`config.mk`:
```
export PLATFORM = sky130hd
export DESIGN_NAME = fp_addmul_pipe
export DESIGN_NICKNAME = d
export VERILOG_FILES = /design/src/rtl/fp_addmul_pipe.sv
export SDC_FILE = /design/constraint.sdc
export NUM_CORES = 1
export LEC_CHECK = 0
export CAP_MARGIN = 40
export CELL_PAD_IN_SITES_DETAIL_PLACEMENT = 1
export CELL_PAD_IN_SITES_GLOBAL_PLACEMENT = 2
export CORE_ASPECT_RATIO = 1.1
export CORE_MARGIN = 4
export CORE_UTILIZATION = 39
export CTS_BUF_LIST = sky130_fd_sc_hd__clkbuf_16
export DETAILED_ROUTE_END_ITERATION = 10
export PLACE_DENSITY = 0.92
export SYNTH_ARGS = -nofsm -noshare
export SYNTH_HDL_FRONTEND = slang
export SYNTH_SLANG_ARGS = --single-unit
```
`constraint.sdc`:
```
create_clock -name clk -period 11.8 [get_ports clk]
set_clock_uncertainty 0.05 [all_clocks]
set_input_delay 2.36 -clock clk [delete_from_list [all_inputs] [get_ports clk]]
set_output_delay 2.36 -clock clk [all_outputs]
set_load 0.005 [all_outputs]
```
`src/rtl/fp_addmul_pipe.sv`:
```
// Three-stage floating-point ADD/MULT pipeline (bfloat16 by default) with a valid/ready
// handshake. Subnormals flush to zero; rounding is round-to-nearest-even.
module fp_addmul_pipe #(
  parameter int EXP_WIDTH = 8,
  parameter int MAN_WIDTH = 7,
  localparam int DATA_WIDTH = 1 + EXP_WIDTH + MAN_WIDTH
) (
  input  logic                  clk,
  input  logic                  rst,
  input  logic                  in_valid,
  output logic                  in_ready,
  input  logic                  op,
  input  logic [DATA_WIDTH-1:0] op_a,
  input  logic [DATA_WIDTH-1:0] op_b,
  output logic                  out_valid,
  input  logic                  out_ready,
  output logic [DATA_WIDTH-1:0] out,
  output logic [2:0]            flags
);

  localparam int SIG_W = MAN_WIDTH + 1;
  localparam int W     = MAN_WIDTH + 4;   // hidden + mantissa + guard/round/sticky
  localparam int P     = 2 * SIG_W;
  localparam int XW    = EXP_WIDTH + 2;
  localparam int BIAS  = 2 ** (EXP_WIDTH - 1) - 1;

  localparam logic [EXP_WIDTH-1:0]  EXP_ONES  = {EXP_WIDTH{1'b1}};
  localparam logic [EXP_WIDTH-1:0]  EXP_ZERO  = {EXP_WIDTH{1'b0}};
  localparam logic [MAN_WIDTH-1:0]  MAN_ZERO  = {MAN_WIDTH{1'b0}};
  localparam logic [EXP_WIDTH-1:0]  SHIFT_CAP = EXP_WIDTH'(MAN_WIDTH + 3);
  localparam logic signed [XW-1:0]  BIAS_X    = XW'(BIAS);
  localparam logic signed [XW-1:0]  EXP_MAX_X = XW'(2 ** EXP_WIDTH - 1);
  localparam logic signed [XW-1:0]  ZERO_X    = {XW{1'b0}};
  localparam logic [XW-1:0]         ONE_X     = {{(XW-1){1'b0}}, 1'b1};
  localparam logic [DATA_WIDTH-1:0] QNAN      = {1'b0, EXP_ONES, 1'b1, {(MAN_WIDTH-1){1'b0}}};

  function automatic logic [XW-1:0] lzc(input logic [W-1:0] v);
    logic [XW-1:0] n;
    logic          found;
    n     = {XW{1'b0}};
    found = 1'b0;
    for (int i = W - 1; i >= 0; i--) begin
      if (!found && !v[i]) n = n + ONE_X;
      else                 found = 1'b1;
    end
    return n;
  endfunction

  logic advance_s;
  assign in_ready  = !out_valid || out_ready;
  assign advance_s = in_ready;

  logic sa_s, sb_s;
  logic [EXP_WIDTH-1:0] ea_s, eb_s;
  logic [MAN_WIDTH-1:0] fa_s, fb_s;
  logic zero_a_s, zero_b_s, inf_a_s, inf_b_s, nan_a_s, nan_b_s;
  logic [SIG_W-1:0] sig_a_s, sig_b_s;

  assign {sa_s, ea_s, fa_s} = op_a;
  assign {sb_s, eb_s, fb_s} = op_b;
  assign zero_a_s = (ea_s == EXP_ZERO);
  assign zero_b_s = (eb_s == EXP_ZERO);
  assign inf_a_s  = (ea_s == EXP_ONES) && (fa_s == MAN_ZERO);
  assign inf_b_s  = (eb_s == EXP_ONES) && (fb_s == MAN_ZERO);
  assign nan_a_s  = (ea_s == EXP_ONES) && (fa_s != MAN_ZERO);
  assign nan_b_s  = (eb_s == EXP_ONES) && (fb_s != MAN_ZERO);
  assign sig_a_s  = zero_a_s ? {SIG_W{1'b0}} : {1'b1, fa_s};
  assign sig_b_s  = zero_b_s ? {SIG_W{1'b0}} : {1'b1, fb_s};

  logic [EXP_WIDTH-1:0] e_l_s, e_s_s, diff_s;
  logic [SIG_W-1:0]     sig_l_s, sig_s_s;
  logic                 sign_l_s;
  logic [2*W-1:0]       ext_s;
  logic [W-1:0]         aligned_s, x_s, y_s;
  logic signed [XW-1:0] exp_s;
  logic                 sign_s, sub_s;

  // S1: order by magnitude and align for ADD, or add exponents for MULT
  always_comb begin
    if ({eb_s, sig_b_s[MAN_WIDTH-1:0]} > {ea_s, sig_a_s[MAN_WIDTH-1:0]}) begin
      e_l_s = eb_s; e_s_s = ea_s; sig_l_s = sig_b_s; sig_s_s = sig_a_s; sign_l_s = sb_s;
    end else begin
      e_l_s = ea_s; e_s_s = eb_s; sig_l_s = sig_a_s; sig_s_s = sig_b_s; sign_l_s = sa_s;
    end
    diff_s = e_l_s - e_s_s;
    ext_s  = {sig_s_s, 3'b000, {W{1'b0}}} >> diff_s;
    if (diff_s >= SHIFT_CAP) aligned_s = {{(W-1){1'b0}}, |sig_s_s};
    else                     aligned_s = ext_s[2*W-1:W] | {{(W-1){1'b0}}, |ext_s[W-1:0]};
    if (op == 1'b0) begin
      x_s = {sig_l_s, 3'b000}; y_s = aligned_s;
      exp_s = {2'b00, e_l_s}; sign_s = sign_l_s; sub_s = sa_s ^ sb_s;
    end else begin
      x_s = {3'b000, sig_a_s}; y_s = {3'b000, sig_b_s};
      exp_s = {2'b00, ea_s} + {2'b00, eb_s} - BIAS_X; sign_s = sa_s ^ sb_s; sub_s = 1'b0;
    end
  end

  logic                  spec_s;
  logic [DATA_WIDTH-1:0] spec_val_s;
  logic [2:0]            spec_fl_s;

  // S1: NaN/Inf/zero operands resolve here and bypass the arithmetic
  always_comb begin
    spec_s     = 1'b0;
    spec_val_s = {DATA_WIDTH{1'b0}};
    spec_fl_s  = 3'b000;
    if (nan_a_s || nan_b_s) begin
      spec_s = 1'b1; spec_val_s = QNAN; spec_fl_s = 3'b100;
    end else if (op == 1'b0) begin
      if (inf_a_s && inf_b_s && (sa_s != sb_s)) begin
        spec_s = 1'b1; spec_val_s = QNAN; spec_fl_s = 3'b100;
      end else if (inf_a_s) begin
        spec_s = 1'b1; spec_val_s = {sa_s, EXP_ONES, MAN_ZERO};
      end else if (inf_b_s) begin
        spec_s = 1'b1; spec_val_s = {sb_s, EXP_ONES, MAN_ZERO};
      end else if (zero_a_s && zero_b_s) begin
        spec_s = 1'b1; spec_val_s = {sa_s & sb_s, EXP_ZERO, MAN_ZERO};
      end else begin
        spec_s = 1'b0;
      end
    end else begin
      if ((inf_a_s && zero_b_s) || (zero_a_s && inf_b_s)) begin
        spec_s = 1'b1; spec_val_s = QNAN; spec_fl_s = 3'b100;
      end else if (inf_a_s || inf_b_s) begin
        spec_s = 1'b1; spec_val_s = {sa_s ^ sb_s, EXP_ONES, MAN_ZERO};
      end else if (zero_a_s || zero_b_s) begin
        spec_s = 1'b1; spec_val_s = {sa_s ^ sb_s, EXP_ZERO, MAN_ZERO};
      end else begin
        spec_s = 1'b0;
      end
    end
  end

  logic                  v1_r, v2_r;
  logic                  s1_op_r, s1_sign_r, s1_sub_r, s1_spec_r;
  logic signed [XW-1:0]  s1_exp_r;
  logic [W-1:0]          s1_x_r, s1_y_r;
  logic [DATA_WIDTH-1:0] s1_spec_val_r;
  logic [2:0]            s1_spec_fl_r;
  logic                  s2_op_r, s2_sign_r, s2_spec_r;
  logic signed [XW-1:0]  s2_exp_r;
  logic [W:0]            s2_sum_r;
  logic [P-1:0]          s2_prod_r;
  logic [DATA_WIDTH-1:0] s2_spec_val_r;
  logic [2:0]            s2_spec_fl_r;

  logic [W:0]   sum_s;
  logic [P-1:0] prod_s;
  assign sum_s  = s1_sub_r ? ({1'b0, s1_x_r} - {1'b0, s1_y_r}) : ({1'b0, s1_x_r} + {1'b0, s1_y_r});
  assign prod_s = P'(s1_x_r[SIG_W-1:0]) * P'(s1_y_r[SIG_W-1:0]);

  logic [W-1:0]         norm_s;
  logic signed [XW-1:0] exp_n_s;
  logic [XW-1:0]        lz_s;
  logic                 is_zero_s;

  // S3: normalise the sum (carry or cancellation) or the product (at most one bit)
  always_comb begin
    norm_s    = {W{1'b0}};
    exp_n_s   = s2_exp_r;
    is_zero_s = 1'b0;
    lz_s      = lzc(s2_sum_r[W-1:0]);
    if (s2_op_r == 1'b0) begin
      if (s2_sum_r == {(W+1){1'b0}}) begin
        is_zero_s = 1'b1;
      end else if (s2_sum_r[W]) begin
        norm_s  = s2_sum_r[W:1] | {{(W-1){1'b0}}, s2_sum_r[0]};
        exp_n_s = s2_exp_r + ONE_X;
      end else begin
        norm_s  = s2_sum_r[W-1:0] << lz_s;
        exp_n_s = s2_exp_r - lz_s;
      end
    end else begin
      if (s2_prod_r[P-1]) begin
        norm_s  = {s2_prod_r[P-1 -: W-1], |s2_prod_r[P-W:0]};
        exp_n_s = s2_exp_r + ONE_X;
      end else begin
        norm_s  = {s2_prod_r[P-2 -: W-1], |s2_prod_r[P-W-1:0]};
      end
    end
  end

  logic                  round_up_s;
  logic [SIG_W:0]        rnd_s;
  logic signed [XW-1:0]  exp_r_s;
  logic [MAN_WIDTH-1:0]  man_s;
  logic [DATA_WIDTH-1:0] res_s;
  logic [2:0]            fl_s;

  // S3: round to nearest even, then saturate to Inf or flush to zero
  always_comb begin
    round_up_s = norm_s[2] & (norm_s[1] | norm_s[0] | norm_s[3]);
    rnd_s      = {1'b0, norm_s[W-1:3]} + {{SIG_W{1'b0}}, round_up_s};
    if (rnd_s[SIG_W]) begin
      exp_r_s = exp_n_s + ONE_X; man_s = MAN_ZERO;
    end else begin
      exp_r_s = exp_n_s; man_s = rnd_s[MAN_WIDTH-1:0];
    end
    if (s2_spec_r) begin
      res_s = s2_spec_val_r; fl_s = s2_spec_fl_r;
    end else if (is_zero_s) begin
      res_s = {DATA_WIDTH{1'b0}}; fl_s = 3'b000;
    end else if (exp_r_s >= EXP_MAX_X) begin
      res_s = {s2_sign_r, EXP_ONES, MAN_ZERO}; fl_s = 3'b010;
    end else if (exp_r_s <= ZERO_X) begin
      res_s = {s2_sign_r, EXP_ZERO, MAN_ZERO}; fl_s = 3'b001;
    end else begin
      res_s = {s2_sign_r, exp_r_s[EXP_WIDTH-1:0], man_s}; fl_s = 3'b000;
    end
  end

  // Stage valid bits and registered outputs; the whole pipe freezes under backpressure
  always_ff @(posedge clk or posedge rst) begin
    if (rst) begin
      v1_r <= 1'b0; v2_r <= 1'b0; out_valid <= 1'b0;
      out  <= {DATA_WIDTH{1'b0}}; flags <= 3'b000;
    end else if (advance_s) begin
      v1_r <= in_valid; v2_r <= v1_r; out_valid <= v2_r;
      if (v2_r) begin
        out <= res_s; flags <= fl_s;
      end
    end
  end

  // Datapath stage registers, qualified only by the valid bits above
  always_ff @(posedge clk) begin
    if (advance_s) begin
      s1_op_r <= op; s1_sign_r <= sign_s; s1_sub_r <= sub_s; s1_exp_r <= exp_s;
      s1_x_r <= x_s; s1_y_r <= y_s;
      s1_spec_r <= spec_s; s1_spec_val_r <= spec_val_s; s1_spec_fl_r <= spec_fl_s;
      s2_op_r <= s1_op_r; s2_sign_r <= s1_sign_r; s2_exp_r <= s1_exp_r;
      s2_sum_r <= sum_s; s2_prod_r <= prod_s;
      s2_spec_r <= s1_spec_r; s2_spec_val_r <= s1_spec_val_r; s2_spec_fl_r <= s1_spec_fl_r;
    end
  end

endmodule

```
==> results_dict.tcl <==
set metrics [dict create \
    cpLargestDelayFamily "compound AO/OA/AOI/OAI gates" \
    die_area_mm2 0.0325 \
    firstDrtPassIters 5 \
    cellLeakagePower_nw 5.41 \
    cts_setup_buffers 0 \
    yosys_warnings 0 \
    max_slew_margin 0.332 \
    synth.top_cell.area_share 0.215 \
    ys_seq_area_frac 0.263 \
    clock_power_share 0.121 \
    grt_pass1_wl_um 55000 \
    synth-seq-cells 105 \
    rsz0062_at_grt "false" \
    grt_pass1_vias 10669 \
    switching_share 0.465 \
    antenna_found_initial 0 \
    synth_edf_count 83 \
    cp_common_cell "ha_1" \
    ir_worst_vdd_mv 0.0910 \
    cp.arrival_ps 10850 \
    hold_viol 0 \
    final_common_cell "nand2_1" \
    drtIter0Drc 570 \
    die_x_um 172 \
    worst_setup_path_start_kind "register" \
    pwr_density_cell_mw_per_mm2 220 \
    grt_max_degree 67 \
    fmax_ghz 0.0937 \
    yosys.area.top_type "edfxtp_1" \
    clock_latency_ps 360 \
    p_int_w 0.00150 \
    rows 65 \
    timing.final.ws_setup_ps 1120 \
    hpwl_um 26100 \
    holdBufCountCts 0 \
    groute.usage.overall 0.207 \
    drtAntennaViolNets 0 \
    path_class "register to register" \
    comb_power_share 0.614 \
    coreArea_mm2 0.0290 \
    cp.required_ps 11970 \
    wirelength_um 33200 \
    io_buffers 57 \
    critPathBufInv 4 \
    hold_path_class "register to register" \
    avgSynthCellArea_um2 8.82 \
    clk_pin_slew_ps 70 \
    place_area_mm2 0.0124 \
    routabilityCongestion 0.884 \
    post-place-ws_ps 1110 \
    num_vias 9921 \
    fin_area_mm2 0.0128 \
    cap_violations 0 \
    switchingPower_w 0.00131 \
    cts_root_buffer "clkbuf_16" \
    fin_crit_sh 0.905 \
    status "completed" \
    critPathMaxStageDelay_ps 490 \
    syn_to_final_growth_pct 10.6 \
    fp.dieH_um 189 \
    io_pins 58 \
    initial_core_util 0.400 \
    numClockSinks 105 \
    drive_above_1_share 0.0642 \
    ys.flop_type "edfxtp_1" \
    seqPwrFrac 0.266 \
    antenna_cells 0 \
    vias_per_cell 5.81 \
    grt-ovfl-total 0 \
    worst_path_max_delay_cell "nor4_4" \
    cts_tree "yes" \
    final_nets 1512 \
    setup_viol 0 \
    ys_types 97 \
    synth_area_leaders "edfxtp_1, ha_1, fa_1, dfrtp_1, nand2_1" \
    layout_common_cells "nand2_1, inv_1, ha_1, nor2_1, a21oi_1" \
    netlist_instances 1312 \
    htree_num_levels 3 \
    clock_path_buffers 2 \
    finalSetupTns_ps 0 \
    tightest_slew_ps 1000 \
    crit_path_end_kind "register" \
    synth_area_mm2 0.0116 \
    ys_async_sr_fraction 0.210 \
    cp_max_fo 11 \
    wl_per_cell_um 19.4 \
    layout_min_cycle_time_ps 10680 \
    slew_violations 0 \
    cts_inserted_buffers 9 \
    power_w 0.00281 \
    drc 0 \
]
==> per-stage QoR <==
stage / std cells / hold WS [ps] / utilization
2_1_floorplan: 1314 / 350 / -
3_3_place_gp: 1688 / 351 / 0.428
3_5_place_dp: 1691 / 357 / 0.429
4_1_cts: 1707 / 374 / 0.441
5_1_grt: 1708 / 383 / 0.442
6_report: 1708 / 371 / 0.442
==> flip-flops by register name, summed over array words and instances (netlist names) <==
register,cells
s1_sign_r,1
v1_r,1
s2_sign_r,1
s2_prod_r,16
s1_y_r,11
s1_exp_r,10
s2_sum_r,12
s1_spec_val_r,3
s1_sub_r,1
flags,3
v2_r,1
out,16
s1_spec_r,1
out_valid,1
s2_exp_r,10
s2_spec_val_r,3
s2_op_r,1
s1_op_r,1
s2_spec_r,1
s1_x_r,11
==> per-layer routing <==
| metal | part of all wire | vias up | GRT usage |
|---|---|---|---|
| li1 | - | 4748 | - |
| met4 | 0.025 | 0 | 0.0593 |
| met1 | 0.45 | 4954 | 0.269 |
| met2 | 0.50 | 163 | 0.366 |
| met3 | 0.023 | 56 | 0.0168 |
| met5 | 0 | - | 0 |
==> timing repair <==
item | in CTS | in global routing
hold endpoints to repair | 0 | 0
endpoints found under the setup margin | 0 | 5
resized for setup | 0 | 1
==> cells by family after synthesis <==
group | Yosys count | share of synthesized area
simple gates | 444 | 0.196
compound gates | 317 | 0.187
buf+inv | 175 | 0.0616
fa+ha+maj | 142 | 0.178
flops | 105 | 0.263
xor+xnor | 78 | 0.0623
mux | 50 | 0.0518
other cells | 1 | 0.000324
==> layout make-up <==
class,count,area (µm²)
Fill cell,3464,16200
Multi-Input combinational cell,1034,7830
Sequential cell,105,3040
Timing Repair Buffer,65,676
Tap cell,368,460
Inverter,120,450
Clock buffer,9,225
Clock inverter,7,106
==> path summary, 6_finish.rpt <==
kind	to	slack, ps	depth (start not counted)	startpoint
max in group asynchronous	out[8]	9190	3	rst
setup / recovery	out[3]	1120	47	s2_sum_r[9]
min in group asynchronous	flags[2]	2150	2	rst
setup reg to reg	out[3]	1120	47	s2_sum_r[9]
hold reg to reg	s2_op_r	370	0	s1_op_r
hold / removal	s2_op_r	370	0	s1_op_r
==> synthesized netlist by cell type (12+ instances only) <==
library cell	number
a211oi_1	17
a21o_1	12
a21oi_1	96
and2_1	40
and3_1	12
clkbuf_1	41
dfrtp_1	22
edfxtp_1	83
fa_1	39
ha_1	101
inv_1	117
mux2_2	12
mux2i_1	30
nand2_1	135
nand2b_1	17
nand3_1	35
nor2_1	97
nor2b_1	12
nor3_1	19
nor4_1	13
o211ai_1	12
o21ai_0	48
o21bai_1	15
xnor2_1	53
xor2_1	23
==> power groups by stage <==
stage	logic (W)	clock network, W	registers, W
2_1_floorplan	0.00133	0	0.000651
3_3_place_gp	0.00164	0	0.000745
3_5_place_dp	0.00172	0	0.000752
4_1_cts	0.00173	0.000347	0.000746
5_1_grt	0.00195	0.000362	0.000768
6_report	0.00173	0.000339	0.000748
No activity file was read; power rests on OpenSTA's default activity.
